### src/rtl/riscv_defs.sv
// Opcode constants, branch-counter encodings and immediate helpers shared by the fetch path.
package riscv_defs;

  localparam logic [6:0] OP_JAL    = 7'b1101111;
  localparam logic [6:0] OP_JALR   = 7'b1100111;
  localparam logic [6:0] OP_BRANCH = 7'b1100011;

  // 2-bit saturating direction counter; MSB set means predict taken.
  localparam logic [1:0] CNT_SNT = 2'b00;
  localparam logic [1:0] CNT_WNT = 2'b01;
  localparam logic [1:0] CNT_ST  = 2'b11;

  typedef enum logic {
    ST_FETCH     = 1'b0,
    ST_JALR_WAIT = 1'b1
  } fetch_state_e;

  typedef struct packed {
    logic [31:0] inst;
    logic [31:0] pc;
    logic        pred;
  } iq_entry_t;

  // Callers pass only the instruction bits each format uses.
  function automatic logic [31:0] imm_j(input logic [31:12] w);
    return {{12{w[31]}}, w[19:12], w[20], w[30:21], 1'b0};
  endfunction

  function automatic logic [31:0] imm_b(input logic [31:25] hi, input logic [11:7] lo);
    return {{20{hi[31]}}, lo[7], hi[30:25], lo[11:8], 1'b0};
  endfunction

  function automatic logic [1:0] cnt_next(input logic [1:0] c, input logic taken);
    if (taken) return (c == CNT_ST) ? CNT_ST : c + 2'd1;
    else       return (c == CNT_SNT) ? CNT_SNT : c - 2'd1;
  endfunction

endpackage

### src/rtl/bht.sv
// Branch history table: 2-bit saturating counters, async read by fetch PC, write on branch resolve.
module bht
  import riscv_defs::*;
#(
  parameter int IDX_W = 6
) (
  input  logic             clk_i,
  input  logic             rst_i,
  input  logic             en_i,
  input  logic [IDX_W-1:0] rd_idx_i,
  output logic             rd_taken_o,
  input  logic             wr_en_i,
  input  logic [IDX_W-1:0] wr_idx_i,
  input  logic             wr_taken_i
);

  localparam int ENTRIES = 2 ** IDX_W;

  logic [1:0] cnt_q [ENTRIES];

  // Read is from the registered array, so a same-cycle update is not visible yet.
  assign rd_taken_o = cnt_q[rd_idx_i][1];

  always_ff @(posedge clk_i) begin
    if (rst_i) begin
      for (int i = 0; i < ENTRIES; i++) cnt_q[i] <= CNT_WNT;
    end else if (en_i && wr_en_i) begin
      cnt_q[wr_idx_i] <= cnt_next(cnt_q[wr_idx_i], wr_taken_i);
    end
  end

endmodule

### src/rtl/ifetch.sv
// Instruction fetch: PC, memory request, JAL/branch/JALR pre-decode and instruction queue.
// Define BHT_PREDICT_EN to predict branch direction from the BHT; otherwise branches predict not-taken.
module ifetch
  import riscv_defs::*;
#(
  parameter int          IQ_DEPTH_LOG = 2,
  parameter int          BHT_IDX_W    = 6,
  parameter logic [31:0] RESET_PC     = 32'h0
) (
  input  logic        clk,
  input  logic        rst,
  input  logic        rdy,
  input  logic        rollback,
  input  logic [31:0] rollback_pc,
  output logic        mem_req,
  output logic [31:0] mem_addr,
  input  logic        mem_done,
  input  logic [31:0] mem_inst,
  input  logic        dec_stall,
  output logic        inst_rdy,
  output logic [31:0] inst,
  output logic [31:0] inst_PC,
  output logic        pred_jump,
  input  logic        JALR_need_pause,
  input  logic        JALR_pause_rej,
  input  logic [31:0] JALR_PC,
  input  logic        br_update,
  input  logic [31:0] br_pc,
  input  logic        br_taken
);

  localparam int IQ_DEPTH = 2 ** IQ_DEPTH_LOG;
  typedef logic [IQ_DEPTH_LOG-1:0] ptr_t;
  typedef logic [IQ_DEPTH_LOG:0]   cnt_t;

  fetch_state_e state_q;
  logic [31:0]  pc_q;
  logic [31:0]  mem_addr_q;
  logic         mem_req_q;
  logic         drop_q;
  iq_entry_t    iq_q [IQ_DEPTH];
  ptr_t         head_q;
  ptr_t         tail_q;
  cnt_t         count_q;

  logic        empty, full, pop, push, can_issue, br_pred;
  logic [6:0]  opcode;
  logic [31:0] next_pc;
  logic        next_pred;

  assign empty = (count_q == '0);
  assign full  = (count_q == cnt_t'(IQ_DEPTH));

  assign inst_rdy  = !empty && !dec_stall && rdy;
  assign pop       = inst_rdy;
  assign inst      = iq_q[head_q].inst;
  assign inst_PC   = iq_q[head_q].pc;
  assign pred_jump = iq_q[head_q].pred;

  assign mem_req  = mem_req_q;
  assign mem_addr = mem_addr_q;

  // A response landing in a rollback cycle, or while dropping, never enters the queue.
  assign push = mem_done && mem_req_q && !drop_q && !rollback;
  // With one request in flight and pushes only on its return, count < depth guarantees a slot.
  assign can_issue = (state_q == ST_FETCH) && !mem_req_q && !drop_q && !full;

`ifdef BHT_PREDICT_EN
  bht #(
    .IDX_W(BHT_IDX_W)
  ) u_bht (
    .clk_i      (clk),
    .rst_i      (rst),
    .en_i       (rdy),
    .rd_idx_i   (pc_q[BHT_IDX_W+1:2]),
    .rd_taken_o (br_pred),
    .wr_en_i    (br_update),
    .wr_idx_i   (br_pc[BHT_IDX_W+1:2]),
    .wr_taken_i (br_taken)
  );
  logic unused_br_pc;
  assign unused_br_pc = ^{br_pc[31:BHT_IDX_W+2], br_pc[1:0]};
`else
  assign br_pred = 1'b0;
  logic unused_br;
  assign unused_br = ^{br_update, br_pc, br_taken};
`endif

  always_comb begin
    opcode    = mem_inst[6:0];
    next_pc   = pc_q + 32'd4;
    next_pred = 1'b0;
    case (opcode)
      OP_JAL: begin
        next_pc   = pc_q + imm_j(mem_inst[31:12]);
        next_pred = 1'b1;
      end
      OP_BRANCH: begin
        if (br_pred) begin
          next_pc   = pc_q + imm_b(mem_inst[31:25], mem_inst[11:7]);
          next_pred = 1'b1;
        end
      end
      default: ;
    endcase
  end

  always_ff @(posedge clk) begin
    if (rst) begin
      state_q    <= ST_FETCH;
      pc_q       <= RESET_PC;
      mem_req_q  <= 1'b0;
      mem_addr_q <= '0;
      drop_q     <= 1'b0;
      head_q     <= '0;
      tail_q     <= '0;
      count_q    <= '0;
      for (int i = 0; i < IQ_DEPTH; i++) iq_q[i] <= '0;
    end else if (rdy) begin
      if (rollback) begin
        state_q <= ST_FETCH;
        pc_q    <= rollback_pc;
        head_q  <= '0;
        tail_q  <= '0;
        count_q <= '0;
        // Requests are never cancelled; remember to swallow the one still in flight.
        drop_q  <= mem_req_q && !mem_done;
        if (mem_done) mem_req_q <= 1'b0;
      end else begin
        if (push) begin
          iq_q[tail_q] <= '{inst: mem_inst, pc: pc_q, pred: next_pred};
          tail_q       <= tail_q + ptr_t'(1);
        end
        if (pop) head_q <= head_q + ptr_t'(1);
        case ({push, pop})
          2'b10:   count_q <= count_q + cnt_t'(1);
          2'b01:   count_q <= count_q - cnt_t'(1);
          default: ;
        endcase

        if (mem_done && mem_req_q) begin
          mem_req_q <= 1'b0;
          drop_q    <= 1'b0;
        end else if (can_issue) begin
          mem_req_q  <= 1'b1;
          mem_addr_q <= pc_q;
        end

        case (state_q)
          ST_FETCH: begin
            if (push) begin
              if (opcode == OP_JALR) state_q <= ST_JALR_WAIT;
              else                   pc_q    <= next_pc;
            end
          end
          ST_JALR_WAIT: begin
            if (JALR_pause_rej && !JALR_need_pause) begin
              pc_q    <= JALR_PC;
              state_q <= ST_FETCH;
            end
          end
          default: state_q <= ST_FETCH;
        endcase
      end
    end
  end

endmodule

### config.mk
export PLATFORM = sky130hd
export DESIGN_NAME = ifetch
export DESIGN_NICKNAME = d
export VERILOG_FILES = /design/src/rtl/riscv_defs.sv /design/src/rtl/bht.sv /design/src/rtl/ifetch.sv
export SDC_FILE = /design/constraint.sdc
export NUM_CORES = 1
export LEC_CHECK = 0
export BUFFER_PORTS_ARGS = -buffer_cell sky130_fd_sc_hd__buf_2
export CAP_MARGIN = 15
export CORE_ASPECT_RATIO = 0.9
export CORE_MARGIN = 2
export CORE_UTILIZATION = 45
export DETAILED_ROUTE_END_ITERATION = 16
export PLACE_DENSITY = 0.68
export SYNTH_ARGS = -nofsm -noshare
export SYNTH_HDL_FRONTEND = slang
export SYNTH_SLANG_ARGS = --single-unit
### constraint.sdc
create_clock -name clk -period 6.4 [get_ports clk]
set_input_delay 1.28 -clock clk [delete_from_list [all_inputs] [get_ports clk]]
set_output_delay 1.28 -clock clk [all_outputs]
set_load 0.03 [all_outputs]
==> results.toml <==
[run_status]
status = "completed"

[sta]
finalClockSkew_ns = 0.0186
finalHoldViolCount = 0
tns_ns = 0
fmax_mhz = 242
relSlewSlack_pct = 25.2
maxSlewViolCount = 0
max_slew.worst_pin.slew_ns = 1.12
timing.final.setup_violations = 0
setup_repair_after_global_routing_missed_its_margin = "false"
period_minus_slack_ns = 4.13
final_worst_path_period_share_pct = 64.5

[detailed_routing]
wirelength_mm = 48.3
drc = 0
drt_pass1_iterations = 5
detailroute.via_count = 12500
wl_per_cell_um = 22.1
number_of_vias_per_cell = 5.73
drt.antenna.violating_nets = 0
drtIter0Drc = 1228

[setup_path]
timing.rr.end = "pc_q[24]"
timing.setup.critical_path_class = "register to output port"
r2r-start = "state_q"
crit_fanout = 45
rrSetupSlack_ns = 2.63
setup.worst_path.end = "inst[15]"
worst-endpoint-required_ns = 5.12
worstSetupStartpointType = "register"
critical_path_arrival_ns = 2.85
worst_r2r_path_depth = 7
worst_setup_path_end_kind = "output port"

[cells_and_area]
layout.nets = 1853
layout.cells.non_filler = 2190
drive_gt1_share_pct = 22.2
syn_to_final_growth_pct = 15.6
stdcell_area_um2 = 19300
nFillCells = 3231

[global_routing]
grt_pass1_vias = 12200
grt-ovfl-total = 0
grt_first_pass_wirelength_mm = 72.7
grt_start_max_net_pins = 75
grt_antenna_before_repair = 4
grtUsageTotal_pct = 24.9

[synth]
syn-cell-area_um2 = 16700
fraction_of_post_synthesis_cell_area_in_the_top_cell_type_by_area_pct = 46.8
synth_nets = 1689
ys_ff_latch = 336
ys_warn_count = 0
postSynth.asyncResetShare_pct = 0
ys.flop_type = "sky130_fd_sc_hd__edfxtp_1"
synth_area_per_cell_um2 = 11.0
synth_top_area_cell = "sky130_fd_sc_hd__edfxtp_1"
synth_seq_area_share_pct = 55.9
synth_enable_flop_cells = 260
ys_types = 82
synthesis.instances = 1518
netlist_top_cells_area = "sky130_fd_sc_hd__edfxtp_1 47%, sky130_fd_sc_hd__dfxtp_1 9.1%, sky130_fd_sc_hd__mux4_2 8.8%"

[pwr]
ir_worst_vdd_mv = 0.159
cell_internal_pwr_uw = 3810
power.density_nw_per_um2 = 264
share_seq_of_total_power_pct = 49.0
comb_power_share_pct = 10.5
power.share.clock_pct = 40.5
power.switching_uw = 1280
p_leak_uw = 0.00778
switching_share_pct = 25.1
design_power_total_uw = 5090

[floorplan]
core.rowCount = 66
die_width_um = 207
core_area_um2 = 36300
die_area_um2 = 38600
initial_core_util_pct = 45.9
dieHeight_um = 187
io_pins = 237

[clock_network]
insertion_delay_ns = 0.52
htreeDepth = 2
hold_buffers = 0
clkTransAtPathRegs_ns = 0.06
resized_gates_after_cts = 0
cts_made_buffers = 37
cts-root-to-sink-buffers = 3
postCtsSetupBuffers = 0
cts_tree = "done"
clock_sinks = 336
clock-root-buffer = "sky130_fd_sc_hd__clkbuf_16"

[placed_design]
gp_congestion = 0.950
dp_cells = 2119
place_area_um2 = 18100
dpl.hpwl_mm = 31.5
numPortBuffers = 202

[flow_run]
cap_violations = 0

[worst_hold_path]
min_path_cells = 2
hold_path_class = "register to register"
routing by layer:
metal	part of all wire [%]	vias up	global-route usage [%]
met5	0.027	-	0
met4	2.8	2	8.18
met3	8.4	83	5.10
met2	45	510	37.8
met1	43	6132	35.8
li1	-	5811	-
cells in the final DEF, fill, tap and decap left out, types with 6 or more instances in the layout:
cell type / synthesis / final
sky130_fd_sc_hd__a31oi_1: 11 / 11
sky130_fd_sc_hd__nand2_1: 205 / 201
sky130_fd_sc_hd__dfxtp_1: 76 / 74
sky130_fd_sc_hd__buf_4: 0 / 15
sky130_fd_sc_hd__mux4_2: 65 / 65
sky130_fd_sc_hd__nor2b_1: 9 / 9
sky130_fd_sc_hd__xnor2_1: 24 / 24
sky130_fd_sc_hd__o211ai_1: 11 / 11
sky130_fd_sc_hd__buf_2: 8 / 202
sky130_fd_sc_hd__o21ai_0: 49 / 49
sky130_fd_sc_hd__nor2_1: 251 / 250
sky130_fd_sc_hd__nand4_1: 8 / 8
sky130_fd_sc_hd__nor3_1: 25 / 25
sky130_fd_sc_hd__nand2b_1: 12 / 10
sky130_fd_sc_hd__inv_1: 81 / 81
sky130_fd_sc_hd__clkbuf_16: 0 / 39
sky130_fd_sc_hd__a21o_1: 15 / 15
sky130_fd_sc_hd__o21ai_1: 6 / 6
sky130_fd_sc_hd__ha_1: 31 / 31
sky130_fd_sc_hd__nand3_1: 18 / 18
sky130_fd_sc_hd__clkbuf_1: 65 / 14
sky130_fd_sc_hd__xor2_1: 21 / 21
sky130_fd_sc_hd__a21oi_1: 103 / 102
sky130_fd_sc_hd__a211oi_1: 9 / 9
sky130_fd_sc_hd__and3_1: 20 / 20
sky130_fd_sc_hd__edfxtp_1: 260 / 260
sky130_fd_sc_hd__a221oi_1: 7 / 7
worst max-delay path, cell delays in order (launching register included):
cell and delay (ns):
sky130_fd_sc_hd__dfxtp_4 0.99, sky130_fd_sc_hd__buf_4 0.52, sky130_fd_sc_hd__mux4_2 0.58, sky130_fd_sc_hd__buf_2 0.20
flip-flops by register name, summed over array words and instances, names as in the netlist, named ones only:
name      cells
mem_req       1
count_q       3
head_q        2
drop_q        1
pc_q         32
iq_q        260
mem_addr     32
tail_q        2
state_q       1
stage by stage:
step | setup WS (ns) | utilization (%) | hold WS (ns)
after floorplan | 1.93 | - | 0.454
after global placement | 2.19 | 49.9 | 0.441
after detailed placement | 2.17 | 49.9 | 0.445
after CTS | 2.15 | 53.1 | 0.455
after global routing | 2.04 | 53.1 | 0.477
final | 2.27 | 53.1 | 0.452
cell type report:
cell class	count	area (um2)	area share [%]
Clock inverter	12	95.1	0.493
Sequential cell	336	9330	48.4
Antenna cell	3	7.51	0.0389
Tap cell	476	596	3.09
Timing Repair Buffer	218	1140	5.93
Inverter	82	308	1.60
Clock buffer	56	1070	5.55
Multi-Input combinational cell	1007	6740	34.9
worst min path at each step:
stage,end,slack [ns],startpoint
floorplan,mem_addr[31],0.45,pc_q[31]
global placement,mem_addr[11],0.44,mem_addr[11]
detailed placement,mem_addr[11],0.45,mem_addr[11]
CTS,mem_addr[2],0.46,mem_addr[2]
global route,mem_addr[28],0.48,mem_addr[28]
finish,mem_addr[26],0.45,mem_addr[26]
cell families (layout without fill, tap and decap cells):
family          count (synthesis)  after routing  synth area share [%]
mux                            71             71                  9.14
fa+ha+maj                      33             33                  2.57
simple gates                  586            586                  15.4
flops                         336            336                  55.9
buf+inv                       175            368                  4.00
xor+xnor                       45             45                  2.36
other cells                     0              3                     0
compound gates                272            272                  10.6
cell usage after synthesis, drive strengths merged, types with 19 or more instances:
cell / n
nand2: 205
nor3: 27
dfxtp: 76
nor2: 251
nand3: 19
xnor2: 24
xor2: 21
o21ai: 57
ha: 31
mux4: 65
clkbuf: 65
inv: 82
and3: 22
buf: 28
a21oi: 108
edfxtp: 260
power groups by stage:
stage | registers (uW) | logic, uW | clock network, uW
after detailed placement | 2540 | 528 | 0
after CTS | 2500 | 530 | 2090
after global routing | 2500 | 577 | 2170
final | 2500 | 534 | 2060
after floorplan | 2520 | 352 | 0
after global placement | 2540 | 529 | 0
Power figures use the tool's default switching activity.
